`src/rtl/wisc_s15_pkg.sv`:
```
// Shared WISC-S15 pipeline definitions: datapath widths and the memory
// access unit's state encoding.
package wisc_s15_pkg;

  localparam int WORD_W     = 16;
  localparam int REG_ADDR_W = 4;

  typedef enum logic {
    IDLE = 1'b0,
    BUSY = 1'b1
  } mem_state_t;

endpackage : wisc_s15_pkg

```
`src/rtl/mem_timeout_ctr.sv`:
```
// Watchdog for outstanding data-memory accesses: counts BUSY cycles without
// an ack and flags the final cycle before the access must be abandoned.
module mem_timeout_ctr #(
  parameter int TIMEOUT_CYCLES = 255
) (
  input  logic clk,
  input  logic rst,
  input  logic clear,
  input  logic enable,
  output logic expired
);

  localparam int CNT_W = $clog2(TIMEOUT_CYCLES + 1);
  localparam logic [CNT_W-1:0] LAST = CNT_W'(TIMEOUT_CYCLES - 1);

  logic [CNT_W-1:0] cnt_q, cnt_d;

  // Saturates at LAST so a stray enable can never wrap past the abort point.
  always_comb begin
    cnt_d = cnt_q;
    if (clear) begin
      cnt_d = '0;
    end else if (enable && !expired) begin
      cnt_d = cnt_q + CNT_W'(1);
    end
  end

  // NOTE: sequential state uses non-blocking (<=) so every flop samples the
  // pre-edge value of its inputs, independent of block evaluation order.
  always_ff @(posedge clk) begin
    if (rst) begin
      cnt_q <= '0;
    end else begin
      cnt_q <= cnt_d;
    end
  end

  assign expired = (cnt_q == LAST);

endmodule : mem_timeout_ctr

```
`src/rtl/mem_access_unit.sv`:
```
// WISC-S15 stage-4 memory access unit: passes ALU results to MEM/WB and runs
// LW/SW against a req/ack data memory, stalling upstream until completion.
module mem_access_unit
  import wisc_s15_pkg::*;
#(
  parameter int TIMEOUT_CYCLES = 255
) (
  input  logic                  clk,
  input  logic                  rst,
  input  logic                  in_valid,
  input  logic                  mem_to_reg,
  input  logic                  reg_to_mem,
  input  logic                  reg_write,
  input  logic [REG_ADDR_W-1:0] reg_rd,
  input  logic [WORD_W-1:0]     alu_result,
  input  logic [WORD_W-1:0]     store_data,
  output logic                  stall,
  output logic                  mem_req,
  output logic                  mem_we,
  output logic [WORD_W-1:0]     mem_addr,
  output logic [WORD_W-1:0]     mem_wdata,
  input  logic [WORD_W-1:0]     mem_rdata,
  input  logic                  mem_ack,
  output logic                  wb_valid,
  output logic                  wb_reg_write,
  output logic [REG_ADDR_W-1:0] wb_rd,
  output logic [WORD_W-1:0]     wb_data,
  output logic                  mem_err
);

  mem_state_t            state_q, state_d;
  logic                  mem_req_q, mem_req_d;
  logic                  mem_we_q, mem_we_d;
  logic [WORD_W-1:0]     mem_addr_q, mem_addr_d;
  logic [WORD_W-1:0]     mem_wdata_q, mem_wdata_d;
  logic [REG_ADDR_W-1:0] rd_cap_q, rd_cap_d;
  logic                  rw_cap_q, rw_cap_d;
  logic                  wb_valid_q, wb_valid_d;
  logic                  wb_reg_write_q, wb_reg_write_d;
  logic [REG_ADDR_W-1:0] wb_rd_q, wb_rd_d;
  logic [WORD_W-1:0]     wb_data_q, wb_data_d;
  logic                  mem_err_q, mem_err_d;

  logic memop;
  logic ack_seen;
  logic wd_clear, wd_enable, wd_expired;

  assign memop    = in_valid & (mem_to_reg | reg_to_mem);
  assign ack_seen = mem_ack & mem_req_q;

  mem_timeout_ctr #(
    .TIMEOUT_CYCLES(TIMEOUT_CYCLES)
  ) u_timeout (
    .clk    (clk),
    .rst    (rst),
    .clear  (wd_clear),
    .enable (wd_enable),
    .expired(wd_expired)
  );

  // NOTE: every signal gets a default before the case so no path leaves one
  // unassigned, which would otherwise infer a latch.
  always_comb begin
    state_d        = state_q;
    mem_req_d      = mem_req_q;
    mem_we_d       = mem_we_q;
    mem_addr_d     = mem_addr_q;
    mem_wdata_d    = mem_wdata_q;
    rd_cap_d       = rd_cap_q;
    rw_cap_d       = rw_cap_q;
    wb_valid_d     = wb_valid_q;
    wb_reg_write_d = wb_reg_write_q;
    wb_rd_d        = wb_rd_q;
    wb_data_d      = wb_data_q;
    mem_err_d      = 1'b0;
    stall          = 1'b0;
    wd_clear       = 1'b0;
    wd_enable      = 1'b0;

    unique case (state_q)
      IDLE: begin
        if (memop) begin
          // LW wins when both opcode bits are set, hence the masked write enable.
          stall       = 1'b1;
          state_d     = BUSY;
          mem_req_d   = 1'b1;
          mem_we_d    = reg_to_mem & ~mem_to_reg;
          mem_addr_d  = alu_result;
          mem_wdata_d = store_data;
          rd_cap_d    = reg_rd;
          rw_cap_d    = reg_write;
          wb_valid_d  = 1'b0;
          wd_clear    = 1'b1;
        end else if (in_valid) begin
          wb_valid_d     = 1'b1;
          wb_reg_write_d = reg_write;
          wb_rd_d        = reg_rd;
          wb_data_d      = alu_result;
        end else begin
          wb_valid_d     = 1'b0;
          wb_reg_write_d = 1'b0;
        end
      end
      BUSY: begin
        if (ack_seen) begin
          state_d    = IDLE;
          mem_req_d  = 1'b0;
          wb_valid_d = 1'b1;
          wb_rd_d    = rd_cap_q;
          if (mem_we_q) begin
            wb_reg_write_d = 1'b0;
            wb_data_d      = mem_wdata_q;
          end else begin
            wb_reg_write_d = rw_cap_q;
            wb_data_d      = mem_rdata;
          end
        end else if (wd_expired) begin
          // Abort: release the pipeline and retire the instruction as a no-op.
          state_d        = IDLE;
          mem_req_d      = 1'b0;
          mem_err_d      = 1'b1;
          wb_valid_d     = 1'b1;
          wb_reg_write_d = 1'b0;
          wb_data_d      = '0;
        end else begin
          stall      = 1'b1;
          wd_enable  = 1'b1;
          wb_valid_d = 1'b0;
        end
      end
      default: state_d = IDLE;
    endcase
  end

  always_ff @(posedge clk) begin
    if (rst) begin
      state_q        <= IDLE;
      mem_req_q      <= 1'b0;
      mem_we_q       <= 1'b0;
      mem_addr_q     <= '0;
      mem_wdata_q    <= '0;
      rd_cap_q       <= '0;
      rw_cap_q       <= 1'b0;
      wb_valid_q     <= 1'b0;
      wb_reg_write_q <= 1'b0;
      wb_rd_q        <= '0;
      wb_data_q      <= '0;
      mem_err_q      <= 1'b0;
    end else begin
      state_q        <= state_d;
      mem_req_q      <= mem_req_d;
      mem_we_q       <= mem_we_d;
      mem_addr_q     <= mem_addr_d;
      mem_wdata_q    <= mem_wdata_d;
      rd_cap_q       <= rd_cap_d;
      rw_cap_q       <= rw_cap_d;
      wb_valid_q     <= wb_valid_d;
      wb_reg_write_q <= wb_reg_write_d;
      wb_rd_q        <= wb_rd_d;
      wb_data_q      <= wb_data_d;
      mem_err_q      <= mem_err_d;
    end
  end

  assign mem_req      = mem_req_q;
  assign mem_we       = mem_we_q;
  assign mem_addr     = mem_addr_q;
  assign mem_wdata    = mem_wdata_q;
  assign wb_valid     = wb_valid_q;
  assign wb_reg_write = wb_reg_write_q;
  assign wb_rd        = wb_rd_q;
  assign wb_data      = wb_data_q;
  assign mem_err      = mem_err_q;

endmodule : mem_access_unit

```
`config.mk`:
```
export PLATFORM = sky130hd
export DESIGN_NAME = mem_access_unit
export DESIGN_NICKNAME = d
export VERILOG_FILES = /design/src/rtl/wisc_s15_pkg.sv /design/src/rtl/mem_timeout_ctr.sv /design/src/rtl/mem_access_unit.sv
export SDC_FILE = /design/constraint.sdc
export NUM_CORES = 1
export LEC_CHECK = 0
export ABC_AREA = 1
export BUFFER_PORTS_ARGS = -buffer_cell sky130_fd_sc_hd__buf_2
export CORE_MARGIN = 3
export CORE_UTILIZATION = 45
export DETAILED_ROUTE_END_ITERATION = 10
export PLACE_DENSITY = 0.83
export RECOVER_POWER = 50
export SLEW_MARGIN = 10
export SYNTH_ARGS = -nofsm -noshare
export SYNTH_HDL_FRONTEND = slang
export SYNTH_SLANG_ARGS = --single-unit
export TNS_END_PERCENT = 20
```
`constraint.sdc`:
```
create_clock -name clk -period 1.5 [get_ports clk]
set_input_delay 0.15 -clock clk [delete_from_list [all_inputs] [get_ports clk]]
set_output_delay 0.15 -clock clk [all_outputs]
set_load 0.005 [all_outputs]
```
==> run_summary.xml <==
<?xml version="1.0" encoding="UTF-8"?>
<metrics>
  <group name="job">
    <metric name="max-cap-violations" unit="">0</metric>
  </group>
  <group name="floorplan">
    <metric name="io_pins" unit="">117</metric>
    <metric name="floorplan_row_count" unit="">30</metric>
    <metric name="die-width" unit="microns">90.8</metric>
    <metric name="die_height" unit="microns">90.8</metric>
    <metric name="die_area" unit="sq mm">0.00824</metric>
    <metric name="floorplan.core_area" unit="sq mm">0.00687</metric>
    <metric name="initial_utilization" unit="%">47.1</metric>
  </group>
  <group name="sta">
    <metric name="max_slew.worst_pin.slew" unit="ns">0.311</metric>
    <metric name="report.final.setup_viol" unit="">0</metric>
    <metric name="unrepaired_setup_endpoints_after_global_routing" unit="">yes</metric>
    <metric name="post-route-period-util" unit="%">100</metric>
    <metric name="min_period" unit="ns">1.50</metric>
    <metric name="final-hold-violation-count" unit="">0</metric>
    <metric name="clock-skew-final" unit="ns">0.00574</metric>
    <metric name="timing.final.max_slew_violations" unit="">0</metric>
    <metric name="slew_headroom" unit="%">79.1</metric>
    <metric name="fmax" unit="MHz">667</metric>
  </group>
  <group name="logic_synthesis">
    <metric name="yosysTopAreaCellShare" unit="%">44.0</metric>
    <metric name="mappedNetlistNets" unit="">543</metric>
    <metric name="netlist_area" unit="sq mm">0.00323</metric>
    <metric name="postSynthAreaPerCell" unit="sq um">6.71</metric>
    <metric name="synthesis.yosys.warnings" unit="">0</metric>
    <metric name="synth_seq_cells" unit="">71</metric>
    <metric name="synthCells" unit="">482</metric>
    <metric name="synth.yosys.seq_area_share" unit="%">44.0</metric>
    <metric name="synth_area_leader_cell" unit="">sky130_fd_sc_hd__dfxtp_1</metric>
    <metric name="synth_cell_types" unit="">24</metric>
    <metric name="yosys-top-cells-area" unit="">sky130_fd_sc_hd__dfxtp_1 (44%), sky130_fd_sc_hd__nand2_1 (16%), sky130_fd_sc_hd__nor2_1 (13%)</metric>
  </group>
  <group name="finish">
    <metric name="syn2layout_area_growth" unit="%">32.4</metric>
    <metric name="finish.net_count" unit="">672</metric>
    <metric name="finalNonFillerCells" unit="">709</metric>
    <metric name="final_layout_size_suffix_gt1_share" unit="%">25.3</metric>
    <metric name="num_antenna_cells" unit="">0</metric>
    <metric name="most-common-layout-cells" unit="">sky130_fd_sc_hd__nand2_1 (139), sky130_fd_sc_hd__nor2_1 (110), sky130_fd_sc_hd__buf_2 (90)</metric>
    <metric name="layout_commonest_cell" unit="">sky130_fd_sc_hd__nand2_1</metric>
    <metric name="utilization" unit="%">62.3</metric>
  </group>
  <group name="global_routing">
    <metric name="grt_usage" unit="%">22.5</metric>
    <metric name="grt_max_degree" unit="">30</metric>
    <metric name="antenna_found_initial" unit="">0</metric>
    <metric name="grt_pass1_wl" unit="mm">15.1</metric>
    <metric name="globalRouteOverflowTotal" unit="">0</metric>
    <metric name="number_of_global_route_vias_before_repair" unit="">3246</metric>
  </group>
  <group name="place">
    <metric name="dp.final_hpwl" unit="mm">7.05</metric>
    <metric name="port-buffer-count" unit="">116</metric>
    <metric name="globalplace.congestion" unit="">0.864</metric>
    <metric name="post-place-cells" unit="">694</metric>
  </group>
  <group name="clock_tree">
    <metric name="cts.sinks" unit="">71</metric>
    <metric name="clkLatencyLatePin" unit="ns">0.34</metric>
    <metric name="cts.htree.levels" unit="">3</metric>
    <metric name="tritoncts" unit="">done</metric>
    <metric name="clockBufferDepth" unit="">2</metric>
    <metric name="cts_root_buffer" unit="">sky130_fd_sc_hd__clkbuf_8</metric>
    <metric name="clk_pin_slew" unit="ns">0.07</metric>
    <metric name="tritoncts.num_buffers" unit="">9</metric>
  </group>
  <group name="detailed_routing">
    <metric name="total_number_of_vias" unit="">3508</metric>
    <metric name="ant_nets" unit="">0</metric>
    <metric name="drc" unit="">0</metric>
    <metric name="avgRoutedWirePerCell" unit="microns">13.2</metric>
    <metric name="firstDrtPassIters" unit="">5</metric>
    <metric name="avgViaCountPerCell" unit="">4.95</metric>
    <metric name="wl" unit="mm">9.38</metric>
    <metric name="initial_drc_count" unit="">162</metric>
  </group>
  <group name="critical_path">
    <metric name="critical_path_capture_point_type" unit="">primary output</metric>
    <metric name="critPathRequiredTime" unit="ns">1.35</metric>
    <metric name="worstSetupPathType" unit="">flip-flop to primary output</metric>
    <metric name="data_arrival_at_the_endpoint_of_the_critical_path" unit="ns">1.35</metric>
    <metric name="path_max_fanout" unit="">4</metric>
    <metric name="critical_path.startpoint_type" unit="">flip-flop</metric>
    <metric name="r2r_setup_slack" unit="ns">0.0006</metric>
  </group>
  <group name="power_and_ir_drop">
    <metric name="power.ir.vdd_worst" unit="mV">0.512</metric>
    <metric name="power.density_cell_area" unit="mW/mm^2">980</metric>
    <metric name="leakage" unit="uW">0.00210</metric>
  </group>
  <group name="worst_hold_path">
    <metric name="min-delay-path-class" unit="">input pin to flip-flop</metric>
  </group>
  <group name="run_status">
    <metric name="outcome" unit="">completed</metric>
  </group>
</metrics>
timing repair:
item	4_1_cts	5_1_grt
resized for setup	14	12
buffers inserted	2	0
hold buffers	0	0
setup endpoints to repair	2	25
pin swaps	5	1
cell type report:
class	count	area, sq um
Fill cell	651	2590
Multi-Input combinational cell	362	1690
Sequential cell	71	1430
Timing Repair Buffer	143	801
Clock buffer	11	141
Tap cell	96	120
Inverter	24	93.8
Clock inverter	2	10.0
stage by stage:
| stage | setup WS, ns | instance area, sq um | TNS, ns | hold WS [ns] | power [uW] |
|---|---|---|---|---|---|
| 4_1_cts | 0.00292 | 4270 | 0 | 0.0454 | 4210 |
| 2_1_floorplan | 0.164 | 3230 | 0 | 0.288 | 2570 |
| 3_3_place_gp | 0.0713 | 4060 | 0 | 0.396 | 2910 |
| 5_1_grt | -0.0561 | 4280 | -0.364 | 0.0474 | 4410 |
| 6_report | 0.000576 | 4280 | 0 | 0.0511 | 4190 |
| 3_5_place_dp | -0.00513 | 4060 | -0.00513 | 0.402 | 2940 |
cell families after synthesis:
family	share of synthesized area (%)
AO/OA/AOI/OAI	12.5
XOR/XNOR	0.542
adder cells (fa/ha/maj)	0.774
buffers and inverters	6.39
flip-flops	44.0
AND/OR/NAND/NOR	35.9
state kept, by name, indices dropped and copies added, names as in the netlist:
signal	cells
mem_we	1
state_q	1
wb_valid	1
wb_data	16
mem_wdata	16
mem_err	1
rd_cap_q	4
u_timeout.cnt_q	8
mem_addr	16
wb_reg_write	1
mem_req	1
rw_cap_q	1
wb_rd	4
routing by layer:
layer | track usage (%) | vias up | routed length [microns]
met1 | 29.3 | 1592 | 4270
met5 | 0 | - | 0
met4 | 7.27 | 0 | 135
met3 | 5.50 | 12 | 601
met2 | 36.5 | 123 | 4370
li1 | - | 1781 | -
synthesized netlist by cell type (all sizes together):
cell	count
a211oi	5
a21boi	4
a21oi	24
buf	14
clkbuf	11
clkinv	2
dfxtp	71
ha	2
inv	22
nand2	143
nand3	10
nand3b	10
nand4	4
nor2	117
nor4	1
o21ai	40
xor2	2
path summary, 6_finish.rpt:
path                            from             to  cells past startpoint
setup / recovery  u_timeout.cnt_q[4]          stall                      6
hold / removal        store_data[15]  mem_wdata[15]                      3
setup reg to reg  u_timeout.cnt_q[0]     wb_data[3]                      9
hold reg to reg          rd_cap_q[3]    rd_cap_q[3]                      2
power by group:
| group | switching, uW | total [uW] | leakage (uW) | internal (uW) |
|---|---|---|---|---|
| clock | 663 | 1280 | 0.0000809 | 613 |
| combinational | 460 | 808 | 0.00144 | 349 |
| sequential | 85.7 | 2110 | 0.000585 | 2020 |
| total | 1210 | 4190 | 0.00210 | 2990 |
worst max-delay path, stage by stage (launching register included):
cell	delay [ns]
sky130_fd_sc_hd__dfxtp_2	0.35
sky130_fd_sc_hd__nand2_1	0.13
sky130_fd_sc_hd__nor2_4	0.21
sky130_fd_sc_hd__nand2_4	0.08
sky130_fd_sc_hd__nand2_4	0.07
sky130_fd_sc_hd__nand2_2	0.04
sky130_fd_sc_hd__buf_2	0.12
No activity file was read; power rests on OpenSTA's default activity.
